<file path="config.mk">
export PLATFORM = sky130hd
export DESIGN_NAME = rsb_64bit_seq_flat
export DESIGN_NICKNAME = d
export VERILOG_FILES = /design/src/rtl/rsb_pkg.sv /design/src/rtl/rsb_64bit_seq_if.sv /design/src/rtl/rsb_chunk.sv /design/src/rtl/rsb_64bit_seq.sv /design/src/flat_wrapper.sv
export SDC_FILE = /design/constraint.sdc
export NUM_CORES = 1
export LEC_CHECK = 0
export CAP_MARGIN = 20
export CORE_ASPECT_RATIO = 0.8
export CORE_MARGIN = 2
export CORE_UTILIZATION = 51
export CTS_CLUSTER_SIZE = 20
export DETAILED_ROUTE_END_ITERATION = 8
export PLACE_DENSITY = 0.82
export SYNTH_ARGS = -nofsm -noshare
export SYNTH_HDL_FRONTEND = slang
export SYNTH_HIERARCHICAL = 1
export SYNTH_SLANG_ARGS = --single-unit
</file>
<file path="constraint.sdc">
create_clock -name clk -period 3.75 [get_ports clk]
set_input_delay 0.375 -clock clk [delete_from_list [all_inputs] [get_ports clk]]
set_output_delay 0.375 -clock clk [all_outputs]
set_load 0.01 [all_outputs]
</file>
<file path="src/rtl/rsb_pkg.sv">
// rsb_pkg: shared types and constants for the rsb_64bit_seq subtract-with-borrow unit.
//   state_t    : controller states (IDLE, RUN, DONE)
//   DEF_WIDTH  : default operand/result width
//   DEF_CHUNK  : default slice width processed per clock
//   DEF_NSLICE : default number of slices (DEF_WIDTH / DEF_CHUNK)
//   cnt_width(): width of a slice counter for a given slice count
// Optional feature macro used by this unit: RSB_OVF_FLAG_EN (signed overflow flag).
package rsb_pkg;

  localparam int DEF_WIDTH  = 64;
  localparam int DEF_CHUNK  = 16;
  localparam int DEF_NSLICE = DEF_WIDTH / DEF_CHUNK;

  typedef enum logic [1:0] {
    IDLE = 2'd0,
    RUN  = 2'd1,
    DONE = 2'd2
  } state_t;

  // A single-slice configuration still needs a one-bit counter so that
  // the counter declaration stays legal.
  function automatic int cnt_width(input int nslice);
    return (nslice > 1) ? $clog2(nslice) : 1;
  endfunction

endpackage

</file>
<file path="src/rtl/rsb_64bit_seq_if.sv">
// rsb_64bit_seq_if: operand/result handshake bundle for rsb_64bit_seq.
//   in_valid/in_ready   : operand handshake (a, b, bin)
//   out_valid/out_ready : result handshake (diff, bout, and ovf when enabled)
//   master modport      : producer of operands / consumer of results
//   slave modport       : the subtract unit itself
// Macro RSB_OVF_FLAG_EN adds the ovf signal to the bundle and both modports.
interface rsb_64bit_seq_if
  import rsb_pkg::*;
#(
  parameter int WIDTH = DEF_WIDTH
) ();

  logic             in_valid;
  logic             in_ready;
  logic [WIDTH-1:0] a;
  logic [WIDTH-1:0] b;
  logic             bin;
  logic             out_valid;
  logic             out_ready;
  logic [WIDTH-1:0] diff;
  logic             bout;
`ifdef RSB_OVF_FLAG_EN
  logic             ovf;
`endif

  modport master (
    output in_valid, a, b, bin, out_ready,
    input  in_ready, out_valid, diff, bout
`ifdef RSB_OVF_FLAG_EN
    , input ovf
`endif
  );

  modport slave (
    input  in_valid, a, b, bin, out_ready,
    output in_ready, out_valid, diff, bout
`ifdef RSB_OVF_FLAG_EN
    , output ovf
`endif
  );

endinterface

</file>
<file path="src/rtl/rsb_chunk.sv">
// rsb_chunk: combinational W-bit subtract-with-borrow slice.
//   x  : minuend slice
//   y  : subtrahend slice
//   bi : borrow-in
//   d  : (x - y - bi) mod 2^W
//   bo : borrow-out, 1 iff x < y + bi
module rsb_chunk #(
  parameter int W = 16
) (
  input  logic [W-1:0] x,
  input  logic [W-1:0] y,
  input  logic         bi,
  output logic [W-1:0] d,
  output logic         bo
);

  // One extra bit: the difference of two zero-extended W-bit values lies in
  // (-2^W, 2^W), so the top bit of the (W+1)-bit result is exactly the borrow.
  logic [W:0] full;

  assign full = {1'b0, x} - {1'b0, y} - {{W{1'b0}}, bi};
  assign d    = full[W-1:0];
  assign bo   = full[W];

endmodule

</file>
<file path="src/rtl/rsb_64bit_seq.sv">
// rsb_64bit_seq: multi-cycle subtract-with-borrow, diff = a - b - bin.
// One CHUNK-bit slice is processed per clock, LSB slice first, with the borrow
// carried between slices in a register; a single rsb_chunk is time-shared.
//   clk      : clock, all state changes on the rising edge
//   rst      : synchronous active-high reset, aborts any operation
//   bus      : rsb_64bit_seq_if.slave (in_valid/in_ready, a, b, bin,
//              out_valid/out_ready, diff, bout[, ovf])
// Macro RSB_OVF_FLAG_EN: when defined, bus.ovf carries the two's-complement
// overflow of the subtraction, registered together with bout.
// WIDTH must be a multiple of CHUNK.
module rsb_64bit_seq
  import rsb_pkg::*;
#(
  parameter int WIDTH = DEF_WIDTH,
  parameter int CHUNK = DEF_CHUNK
) (
  input logic            clk,
  input logic            rst,
  rsb_64bit_seq_if.slave bus
);

  localparam int NSLICE = WIDTH / CHUNK;
  localparam int CNT_W  = cnt_width(NSLICE);
  localparam logic [CNT_W-1:0] LAST_SLICE = CNT_W'(NSLICE - 1);

  state_t           state_reg;
  state_t           state_next;

  logic [WIDTH-1:0] a_reg;
  logic [WIDTH-1:0] b_reg;
  logic [CNT_W-1:0] cnt_reg;
  logic             borrow_reg;
  logic             bout_reg;
  logic [CHUNK-1:0] diff_slices_reg [NSLICE];
`ifdef RSB_OVF_FLAG_EN
  logic             ovf_reg;
`endif

  logic [CHUNK-1:0] a_slices [NSLICE];
  logic [CHUNK-1:0] b_slices [NSLICE];
  logic [CHUNK-1:0] chunk_d;
  logic             chunk_bo;
  logic             is_last;

  // Slice views of the captured operands and reassembly of the result.
  genvar gi;
  generate
    for (gi = 0; gi < NSLICE; gi++) begin : g_slice
      assign a_slices[gi]                 = a_reg[gi*CHUNK +: CHUNK];
      assign b_slices[gi]                 = b_reg[gi*CHUNK +: CHUNK];
      assign bus.diff[gi*CHUNK +: CHUNK]  = diff_slices_reg[gi];
    end
  endgenerate

  rsb_chunk #(
    .W (CHUNK)
  ) u_chunk (
    .x  (a_slices[cnt_reg]),
    .y  (b_slices[cnt_reg]),
    .bi (borrow_reg),
    .d  (chunk_d),
    .bo (chunk_bo)
  );

  assign is_last = (cnt_reg == LAST_SLICE);

  // Handshake outputs are pure state decodes, so they take their reset
  // values the same edge the state does.
  assign bus.in_ready  = (state_reg == IDLE);
  assign bus.out_valid = (state_reg == DONE);
  assign bus.bout      = bout_reg;
`ifdef RSB_OVF_FLAG_EN
  assign bus.ovf       = ovf_reg;
`endif

  always_ff @(posedge clk) begin
    if (rst) begin
      state_reg <= IDLE;
    end else begin
      state_reg <= state_next;
    end
  end

  always_comb begin
    state_next = state_reg;
    case (state_reg)
      IDLE:    if (bus.in_valid)  state_next = RUN;
      RUN:     if (is_last)       state_next = DONE;
      DONE:    if (bus.out_ready) state_next = IDLE;
      default:                    state_next = IDLE;
    endcase
  end

  always_ff @(posedge clk) begin
    if (rst) begin
      a_reg      <= '0;
      b_reg      <= '0;
      cnt_reg    <= '0;
      borrow_reg <= 1'b0;
      bout_reg   <= 1'b0;
      for (int i = 0; i < NSLICE; i++) begin
        diff_slices_reg[i] <= '0;
      end
`ifdef RSB_OVF_FLAG_EN
      ovf_reg    <= 1'b0;
`endif
    end else begin
      case (state_reg)
        IDLE: begin
          // Operands are sampled only here; later input changes are ignored.
          if (bus.in_valid) begin
            a_reg      <= bus.a;
            b_reg      <= bus.b;
            borrow_reg <= bus.bin;
            cnt_reg    <= '0;
          end
        end
        RUN: begin
          diff_slices_reg[cnt_reg] <= chunk_d;
          borrow_reg               <= chunk_bo;
          if (is_last) begin
            cnt_reg  <= '0;
            bout_reg <= chunk_bo;
`ifdef RSB_OVF_FLAG_EN
            // Overflow: operand signs differ and the result sign differs
            // from the minuend; the result MSB is the MSB of the last slice.
            ovf_reg  <= (a_reg[WIDTH-1] != b_reg[WIDTH-1]) &&
                        (chunk_d[CHUNK-1] != a_reg[WIDTH-1]);
`endif
          end else begin
            cnt_reg <= cnt_reg + 1'b1;
          end
        end
        default: ;
      endcase
    end
  end

endmodule

</file>
<file path="src/flat_wrapper.sv">
// flat-port wrapper written by rule: the top's interface ports become plain ports
module rsb_64bit_seq_flat import rsb_pkg::*;
#(
  parameter int WIDTH = DEF_WIDTH,
  parameter int CHUNK = DEF_CHUNK
)
  (clk, rst, bus_in_valid, bus_a, bus_b, bus_bin, bus_out_ready, bus_in_ready, bus_out_valid, bus_diff, bus_bout);
  rsb_64bit_seq_if #(.WIDTH(WIDTH)) bus_i ();
  input logic clk;
  input logic rst;
  input wire logic [$bits(bus_i.in_valid)-1:0] bus_in_valid;
  input wire logic [$bits(bus_i.a)-1:0] bus_a;
  input wire logic [$bits(bus_i.b)-1:0] bus_b;
  input wire logic [$bits(bus_i.bin)-1:0] bus_bin;
  input wire logic [$bits(bus_i.out_ready)-1:0] bus_out_ready;
  output wire logic [$bits(bus_i.in_ready)-1:0] bus_in_ready;
  output wire logic [$bits(bus_i.out_valid)-1:0] bus_out_valid;
  output wire logic [$bits(bus_i.diff)-1:0] bus_diff;
  output wire logic [$bits(bus_i.bout)-1:0] bus_bout;
  assign bus_i.in_valid = bus_in_valid;
  assign bus_i.a = bus_a;
  assign bus_i.b = bus_b;
  assign bus_i.bin = bus_bin;
  assign bus_i.out_ready = bus_out_ready;
  assign bus_in_ready = bus_i.in_ready;
  assign bus_out_valid = bus_i.out_valid;
  assign bus_diff = bus_i.diff;
  assign bus_bout = bus_i.bout;
  rsb_64bit_seq #(.WIDTH(WIDTH), .CHUNK(CHUNK)) u_core (.clk(clk), .rst(rst), .bus(bus_i));
endmodule
</file>
==> flow_metrics.py <==
metrics = {
    "status": {
        "status": "complete, no violations",
    },
    "global_route": {
        "grt_pass1_wl_um": 35400,
        "track_usage_pct": 24.2,
        "met3_usage_pct": 5.22,
        "use_met2_pct": 38.1,
        "use_met1_pct": 34.0,
        "grt_max_degree": 115,
        "grt_remaining_overflow": 0,
        "antenna_found_initial": 0,
        "grt_pass1_vias": 6786,
        "grt_most_used_layer": "met2",
    },
    "power": {
        "switchingPower_uw": 1570,
        "ir_drop_v": 0.000319,
        "p_int_uw": 3960,
        "pwr-share-comb_pct": 22.2,
        "clkPwrFrac_pct": 33.9,
        "p_sw_share_pct": 28.3,
        "pwr-share-seq_pct": 43.9,
        "power.density_nw_per_um2": 471,
        "leakage_uw": 0.00445,
    },
    "setup_path": {
        "setup.worst_path.start": "u_core/cnt_reg[0]",
        "cp.arrival_ns": 3.64,
        "crit_slowest_cell": "mux4_2",
        "criticalPathCategory": "flop to flop",
        "cp.required_ns": 3.94,
        "cpPeakStageDelay_ns": 0.53,
        "crit_family": "compound AO/OA/AOI/OAI gates",
        "worst-path-buf-inv": 2,
        "crit_fanout": 10,
        "worst_setup_path_end_kind": "flop",
        "rr_startpoint": "u_core/cnt_reg[0]",
        "critPathLaunchType": "flop",
        "cp_cell_sequence": "buf_4 -> mux4_2 -> inv_1 -> fa_1 -> ha_1 -> o211ai_1 -> o2111ai_1 -> a41oi_1 -> o21ai_0 -> xor2_1 -> and2_1",
    },
    "route": {
        "post_drt_wl_per_cell_um": 16.5,
        "viasPerCell": 5.29,
        "ant_nets": 0,
        "drt-total-wl_um": 22200,
        "drt_iter0_drc": 555,
        "drc": 0,
        "vias": 7116,
        "first_pass_iters": 5,
    },
    "clocking": {
        "cts_setup_buffers": 0,
        "clk_pin_slew_ns": 0.07,
        "cts_buffers": 17,
        "cts_buffer_depth": 2,
        "tritoncts": "yes",
        "cts-root-buf": "clkbuf_16",
        "clock_latency_ns": 0.43,
        "clock_sinks": 198,
        "hold_buffers": 0,
        "ctsResizeCount": 0,
        "htreeDepth": 4,
    },
    "floorplanning": {
        "start_util_pct": 52.3,
        "core_area_um2": 17400,
        "die-area_um2": 18900,
        "num_rows": 43,
        "ios": 200,
        "die_w_um": 153,
        "dieHeight_um": 123,
    },
    "cells_and_area": {
        "drive_gt1_share_pct": 8.22,
        "synthToLayoutAreaGrowth_pct": 29.1,
        "final_core_util_pct": 67.6,
        "stdcell_area_um2": 11700,
        "instances_no_fill": 1344,
        "nets": 1272,
        "fillers": 1337,
        "diodes": 0,
    },
    "timing": {
        "maxSlewHeadroom_pct": 41.5,
        "tns_ns": 0,
        "setup_ws_ns": 0.300,
        "timing.fmax_mhz": 290,
        "setup_violations": 0,
        "rsz0062_at_grt": "no",
        "finalHoldViolCount": 0,
        "fin_worst_skew_ns": 0.00961,
        "worstMarginPinSlew_ns": 0.874,
        "min_period_ns": 3.45,
        "final_max_slew_viol_count": 0,
        "period_share_pct": 92.0,
    },
    "synthesis": {
        "ys_top_cells_by_count": "268 x nand2_1, 143 x a21oi_1, 134 x dfxtp_1",
        "synth_largest_area_cell": "dfxtp_1",
        "syn_nets": 1100,
        "syn-cell-area_um2": 9100,
        "yosysSeqAreaShare_pct": 50.6,
        "synth-seq-cells": 198,
        "synth_warnings": 6,
        "synth_top_area_share_pct": 29.5,
        "synth.distinct_cells": 48,
        "yosysMostFrequentCell": "nand2_1",
        "avgSynthCellArea_um2": 9.74,
        "ys.flop_type": "dfxtp_1",
        "synthTopCellsByArea": "dfxtp_1 29%, edfxtp_1 21%, nand2_1 11%",
        "syn_inst": 934,
        "async_flop_share_pct": 0,
        "synth-edff-count": 64,
    },
    "placed_design": {
        "dp.cells": 1311,
        "dpl_cell_area_um2": 11100,
        "place_congestion": 0.877,
        "dp_hpwl_um": 16200,
        "port_buffers": 199,
        "place_ws_ns": 0.347,
    },
    "hold_path": {
        "worstHoldStart": "rst",
        "hp-class": "input port to flop",
    },
    "run": {
        "max_cap_viol_count": 0,
    },
}
layout make-up:
cell class	instances	area [µm²]	area share [%]
flip-flops and latches	198	4610	39.2
clock buffers	18	450	3.84
inverters	47	176	1.50
multi-input cells	630	3950	33.6
repair buffers	212	2120	18.0
well taps	225	282	2.40
clock inverters	14	159	1.35
worst register-to-register path, stage by stage (launching register included):
cell	delay [ns]
dfxtp_2	0.37
buf_4	0.24
mux4_2	0.53
inv_1	0.12
fa_1	0.44
ha_1	0.22
o211ai_1	0.25
o2111ai_1	0.18
a41oi_1	0.37
o21ai_0	0.15
xor2_1	0.18
and2_1	0.15
through the flow:
stage          hold slack, ns  power, µW
2_1_floorplan           0.433       3220
3_3_place_gp            0.439       3680
3_5_place_dp            0.446       3690
4_1_cts                 0.321       5540
5_1_grt                 0.333       5780
6_report                0.337       5530
final timing paths:
path	endpoint	slack, ns	cells after the start
max	u_core/diff_slices_reg[1][11]	0.30	11
min	u_core/b_reg[55]	0.34	2
max reg2reg	u_core/diff_slices_reg[1][11]	0.30	11
min reg2reg	u_core/a_reg[19]	0.46	2
layer usage:
layer / share of wire (%) / vias up
met5: 0 / -
met1: 47 / 3336
met4: 1.6 / 0
met2: 45 / 263
met3: 6.3 / 30
li1: - / 3487
layout by cell type, fill, tap and decap left out, drive strengths merged, types with 14 or more instances in the layout:
cell,synthesis,routed
mux4,32,32
edfxtp,64,64
clkbuf,17,18
and2,64,64
clkdlybuf4s50,0,198
nor2,15,15
nand2,269,269
ha,31,31
inv,47,55
a21oi,143,143
dfxtp,134,134
buf,42,14
logic make-up (layout without fill, tap and decap cells):
| kind of cell | Yosys count | count (layout) | synth area share [%] |
|---|---|---|---|
| and+or+nand+nor | 374 | 374 | 18.6 |
| buffers and inverters | 106 | 291 | 6.01 |
| muxes | 33 | 33 | 8.03 |
| xor gates and xnor gates | 16 | 16 | 1.54 |
| DFF | 198 | 198 | 50.6 |
| AOI/OAI and AO/OA | 174 | 174 | 10.5 |
| adders and majority gates | 33 | 33 | 4.70 |
power by group through the flow:
stage	combinational [µW]	clock, µW	sequential [µW]
6_report	1230	1880	2430
5_1_grt	1360	1980	2440
2_1_floorplan	738	0	2480
3_3_place_gp	1210	0	2470
3_5_place_dp	1220	0	2480
4_1_cts	1220	1890	2430
Note: power is estimated with default switching activity, not from simulation.
